<file path="src/rtl/sat_alu_pipe.sv">
// sat_alu_pipe: two-stage saturating ALU with valid/ready handshake; define SAT_ALU_FLAGS_EN for the flags register
module sat_alu_pipe #(
    parameter int WIDTH  = 16,
    parameter int LANE_W = 4
) (
    input  logic             clk,
    input  logic             rst_n,
    input  logic             in_valid,
    output logic             in_ready,
    input  logic [2:0]       op,
    input  logic [WIDTH-1:0] a,
    input  logic [WIDTH-1:0] b,
    output logic             out_valid,
    input  logic             out_ready,
    output logic [WIDTH-1:0] out_data,
    output logic             out_ovfl,
    output logic [2:0]       flags
);
    localparam int SH_W = $clog2(WIDTH);
    localparam int NL   = WIDTH / LANE_W;
    localparam int NB   = WIDTH / 8;
    localparam logic [2:0] OP_ADD = 3'd0, OP_SUB = 3'd1, OP_XOR = 3'd2, OP_RED = 3'd3,
                           OP_SLL = 3'd4, OP_SRA = 3'd5, OP_ROR = 3'd6;
    localparam logic [WIDTH-1:0] SAT_MAX = {1'b0, {(WIDTH-1){1'b1}}};
    localparam logic [WIDTH-1:0] SAT_MIN = {1'b1, {(WIDTH-1){1'b0}}};

    logic               s1_valid, s2_adv;
    logic [2:0]         s1_op;
    logic [WIDTH-1:0]   s1_a, s1_b;
    logic [WIDTH:0]     sum, dif;
    logic [LANE_W:0]    lsum;
    logic [WIDTH-1:0]   pres, acc, res;
    logic [2*WIDTH-1:0] rot;
    logic [SH_W-1:0]    sh;
    logic               povf, ovfl;

    assign s2_adv   = !out_valid | out_ready;
    assign in_ready = !s1_valid | s2_adv;

    // result of the operand set held in S1; saturation uses one guard bit
    always_comb begin
        sh   = s1_b[SH_W-1:0];
        sum  = {s1_a[WIDTH-1], s1_a} + {s1_b[WIDTH-1], s1_b};
        dif  = {s1_a[WIDTH-1], s1_a} - {s1_b[WIDTH-1], s1_b};
        rot  = {s1_a, s1_a} >> sh;
        pres = '0;
        povf = 1'b0;
        lsum = '0;
        for (int i = 0; i < NL; i++) begin
            lsum = {s1_a[i*LANE_W+LANE_W-1], s1_a[i*LANE_W +: LANE_W]}
                 + {s1_b[i*LANE_W+LANE_W-1], s1_b[i*LANE_W +: LANE_W]};
            pres[i*LANE_W +: LANE_W] = (lsum[LANE_W] != lsum[LANE_W-1])
                ? {lsum[LANE_W], {(LANE_W-1){~lsum[LANE_W]}}} : lsum[LANE_W-1:0];
            povf = povf | (lsum[LANE_W] ^ lsum[LANE_W-1]);
        end
        acc = '0;
        for (int i = 0; i < NB; i++)
            acc = acc + WIDTH'($signed(s1_a[8*i +: 8])) + WIDTH'($signed(s1_b[8*i +: 8]));
        res  = '0;
        ovfl = 1'b0;
        case (s1_op)
            OP_ADD: begin
                ovfl = sum[WIDTH] ^ sum[WIDTH-1];
                res  = ovfl ? (sum[WIDTH] ? SAT_MIN : SAT_MAX) : sum[WIDTH-1:0];
            end
            OP_SUB: begin
                ovfl = dif[WIDTH] ^ dif[WIDTH-1];
                res  = ovfl ? (dif[WIDTH] ? SAT_MIN : SAT_MAX) : dif[WIDTH-1:0];
            end
            OP_XOR: res = s1_a ^ s1_b;
            OP_RED: res = acc;
            OP_SLL: res = s1_a << sh;
            OP_SRA: res = $unsigned($signed(s1_a) >>> sh);
            OP_ROR: res = rot[WIDTH-1:0];
            default: begin
                res  = pres;
                ovfl = povf;
            end
        endcase
    end

    // S1: capture operands whenever the stage is free or draining into S2
    always_ff @(posedge clk or negedge rst_n) begin
        if (!rst_n) begin
            s1_valid <= 1'b0;
            s1_op    <= '0;
            s1_a     <= '0;
            s1_b     <= '0;
        end else if (in_ready) begin
            s1_valid <= in_valid;
            if (in_valid) begin
                s1_op <= op;
                s1_a  <= a;
                s1_b  <= b;
            end
        end
    end

    // S2: register the result; holds while the consumer stalls
    always_ff @(posedge clk or negedge rst_n) begin
        if (!rst_n) begin
            out_valid <= 1'b0;
            out_data  <= '0;
            out_ovfl  <= 1'b0;
        end else if (s2_adv) begin
            out_valid <= s1_valid;
            if (s1_valid) begin
                out_data <= res;
                out_ovfl <= ovfl;
            end
        end
    end

`ifdef SAT_ALU_FLAGS_EN
    // {Z,V,N} of the most recently consumed result
    always_ff @(posedge clk or negedge rst_n) begin
        if (!rst_n)
            flags <= 3'b000;
        else if (out_valid && out_ready)
            flags <= {out_data == '0, out_ovfl, out_data[WIDTH-1]};
    end
`else
    assign flags = 3'b000;
`endif
endmodule

</file>
<file path="config.mk">
export PLATFORM = sky130hd
export DESIGN_NAME = sat_alu_pipe
export DESIGN_NICKNAME = d
export VERILOG_FILES = /design/src/rtl/sat_alu_pipe.sv
export SDC_FILE = /design/constraint.sdc
export NUM_CORES = 1
export LEC_CHECK = 0
export BUFFER_PORTS_ARGS = -buffer_cell sky130_fd_sc_hd__buf_2
export CAP_MARGIN = 20
export CORE_UTILIZATION = 67
export DETAILED_ROUTE_END_ITERATION = 8
export PLACE_DENSITY = 0.9
export SKIP_CTS_REPAIR_TIMING = 1
export SLEW_MARGIN = 20
export SYNTH_ARGS = -nofsm -noshare
export SYNTH_HDL_FRONTEND = slang
export SYNTH_SLANG_ARGS = --single-unit
</file>
<file path="constraint.sdc">
create_clock -name clk -period 9.2 [get_ports clk]
set_clock_uncertainty 0.1 [all_clocks]
set_input_delay 1.84 -clock clk [delete_from_list [all_inputs] [get_ports clk]]
set_output_delay 1.84 -clock clk [all_outputs]
set_load 0.01 [all_outputs]
</file>
==> flow_summary.json <==
{
  "outcome": "complete, but fails checks",
  "violations": "DRC",
  "peakVddDrop_mv": 0.159,
  "fin_tns_setup_ps": 0,
  "dieArea_mm2": 0.0112,
  "cts_tree": "yes",
  "ff2ff_path_depth": 15,
  "worstPathArrival_ps": 4680,
  "start_util": 0.694,
  "drv_cap": 0,
  "finalCritPeriodShare": 0.496,
  "clkPwrFrac": 0.089,
  "grt_max_degree": 56,
  "worst_ep_required_time_ps": 9320,
  "maxSlewViolCount": 0,
  "insertedDiodeCount": 0,
  "power_density_mw_per_mm2": 263,
  "synth_simple_gate_area_share": 0.145,
  "drcViolationCount": 1,
  "tightest_slew_ps": 864,
  "nNetsFinal": 986,
  "crit_fanout": 55,
  "swShare": 0.522,
  "firstDrtPassIters": 8,
  "drt_iter0_drc": 894,
  "synthXorXnorAreaFrac": 0.0484,
  "period_needed_ps": 4560,
  "holdPathStages": 1,
  "synth_cells": 869,
  "vias_per_cell": 6.89,
  "synth_edf_count": 0,
  "finalHoldViolations": 0,
  "power_switching_mw": 1.04,
  "antenna_left": 0,
  "vias": 7004,
  "synth-async-reset-ratio": 1.00,
  "clk_path_buf_depth": 2,
  "synth_top_family_by_area": "compound AO/OA/AOI/OAI gates",
  "dp_hpwl_um": 17800,
  "grt_pass1_wl_um": 36700,
  "cts_htree_levels": 2,
  "sequentialPowerShare": 0.194,
  "relSlewSlack": 0.424,
  "antenna_found_initial": 0,
  "cts_sinks": 54,
  "syn_area_mm2": 0.00723,
  "yosys_most_used_dff": "dfrtp_1",
  "grt_usage": 0.430,
  "overflow": 0,
  "fmax_mhz": 219,
  "drive_gt1_frac": 0.185,
  "port_buffers": 57,
  "grt_setup_unrepaired": "no",
  "routedWlPerCell_um": 22.9,
  "yosysSeqAreaShare": 0.187,
  "syn_avg_cell_area_um2": 8.32,
  "synth_compound_area_frac": 0.259,
  "cts_root_buf": "clkbuf_8",
  "cts_buffers": 5,
  "die_h_um": 106,
  "p_leak_nw": 3.32,
  "whs_ps": 438,
  "routed_wl_um": 23300,
  "synth-seq-cells": 54,
  "end_kind": "register",
  "synth_fa_ha_area_frac": 0.139,
  "clk_pin_slew_worst_paths_ps": 130,
  "synth.distinct_cells": 79,
  "fp.dieW_um": 106,
  "setup.worst_path.class": "reg -> reg",
  "hp-class": "reg -> reg",
  "area_delta_synth_final_pct": 4.48,
  "io_pins": 61,
  "pwr-share-comb": 0.717,
  "synthMuxAreaShare": 0.146,
  "ys.warnings.count": 0,
  "rows": 37,
  "power_mw": 1.99,
  "worst_skew_pair.late_latency_ps": 330,
  "core-area_mm2": 0.0104,
  "start_kind": "register",
  "p_int_mw": 0.951,
  "setup_viol": 0,
  "grt_pass1_vias": 6743,
  "gp_congestion": 1.03
}
synth_stat cells (8+ instances only):
| cell | instances | share of area |
|---|---|---|
| dfrtp_1 | 54 | 0.19 |
| nor3_1 | 13 | 0.0090 |
| o21ai_0 | 52 | 0.036 |
| a21oi_1 | 70 | 0.048 |
| mux2i_1 | 30 | 0.042 |
| o22ai_1 | 8 | 0.0069 |
| buf_2 | 20 | 0.014 |
| mux2_2 | 51 | 0.079 |
| a31oi_1 | 9 | 0.0078 |
| o211ai_1 | 21 | 0.022 |
| xnor2_1 | 30 | 0.036 |
| a21o_1 | 15 | 0.016 |
| xor2_1 | 10 | 0.012 |
| nor2_1 | 73 | 0.038 |
| fa_1 | 22 | 0.061 |
| ha_1 | 45 | 0.078 |
| nand2b_1 | 12 | 0.010 |
| mux4_2 | 8 | 0.025 |
| nand2_1 | 69 | 0.036 |
| a211oi_1 | 11 | 0.011 |
| nand3_1 | 11 | 0.0076 |
| inv_1 | 60 | 0.031 |
| clkbuf_1 | 30 | 0.016 |
worst paths after layout:
check / startpoint / to / slack, ps
max: s1_b[1]$_DFFE_PN0P_ / out_data[14]$_DFFE_PN0P_ / 4640
min: out_data[15]$_DFFE_PN0P_ / out_data[15]$_DFFE_PN0P_ / 440
max reg2reg: s1_b[1]$_DFFE_PN0P_ / out_data[14]$_DFFE_PN0P_ / 4640
min reg2reg: out_data[15]$_DFFE_PN0P_ / out_data[15]$_DFFE_PN0P_ / 440
max in group asynchronous: rst_n / s1_b[5]$_DFFE_PN0P_ / 6990
min in group asynchronous: rst_n / s1_a[1]$_DFFE_PN0P_ / 1520
layout make-up:
cell class                 count  area [um^2]
clock buffer                   6         72.6
clock inverter                 2         37.5
fill                         852         2860
inverter                      63          239
multi-input combinational    692         5350
sequential                    54         1350
tap                          136          170
timing repair buffer          64          338
cell families after synthesis:
family | Yosys count
DFF | 54
muxes | 89
xor gates and xnor gates | 40
adders and majority gates | 67
buffers and inverters | 125
other | 1
AOI/OAI and AO/OA | 269
and+or+nand+nor | 224
through the flow:
stage	setup WS (ps)	utilization	std cells	area (um^2)
finish	4640	0.726	1017	7560
detailed placement	4810	0.715	1009	7450
CTS	4760	0.726	1017	7560
floorplan	5100	-	871	7240
global placement	4930	0.715	1009	7450
global route	4420	0.726	1017	7560
layer usage:
layer  part of all wire  global-route usage
met1               0.40               0.588
met2               0.43               0.646
met3               0.12               0.107
met4              0.047               0.188
met5                  0                   0
sequential cells by signal, indices dropped and copies added, names as in the netlist:
| signal | count |
|---|---|
| s1_b | 16 |
| s1_valid | 1 |
| out_data | 16 |
| out_valid | 1 |
| s1_a | 16 |
| out_ovfl | 1 |
| s1_op | 3 |
power by group through the flow:
stage	Sequential (mW)	Clock, mW	Combinational, mW
global placement	0.384	0	1.34
floorplan	0.362	0	1.04
finish	0.386	0.177	1.43
CTS	0.382	0.174	1.38
global route	0.392	0.183	1.54
detailed placement	0.387	0	1.37
placed cells by master, fill, tap and decap left out, drive strengths merged, types with 5 or more instances in the layout:
cell / Yosys / layout
a211oi: 11 / 11
a21o: 15 / 15
a21oi: 72 / 72
a22oi: 5 / 5
a31oi: 9 / 9
and2: 8 / 8
buf: 32 / 64
clkbuf: 30 / 6
dfrtp: 54 / 54
fa: 22 / 22
ha: 45 / 45
inv: 63 / 63
mux2: 51 / 51
mux2i: 30 / 30
mux4: 8 / 8
nand2: 69 / 69
nand2b: 12 / 12
nand3: 11 / 11
nor2: 75 / 75
nor2b: 5 / 5
nor3: 13 / 13
o211ai: 21 / 21
o21a: 8 / 8
o21ai: 52 / 52
o21bai: 5 / 5
o221ai: 6 / 6
o22ai: 8 / 8
o31ai: 7 / 7
or2: 5 / 5
or3: 6 / 6
xnor2: 30 / 30
xor2: 10 / 10
worst max-delay path, stage by stage, from the launching register on:
cell and delay [ps]:
dfrtp_2 360, buf_4 480, inv_2 320, fa_1 460
fa_1 550, inv_1 60, ha_1 270, a21o_1 120
nand4_1 150, a311oi_1 360, o21ai_0 290, nor2_1 180
o31a_1 170, and2_1 180, nand2_1 80, o31a_1 300
No activity file was read; power rests on OpenSTA's default activity.
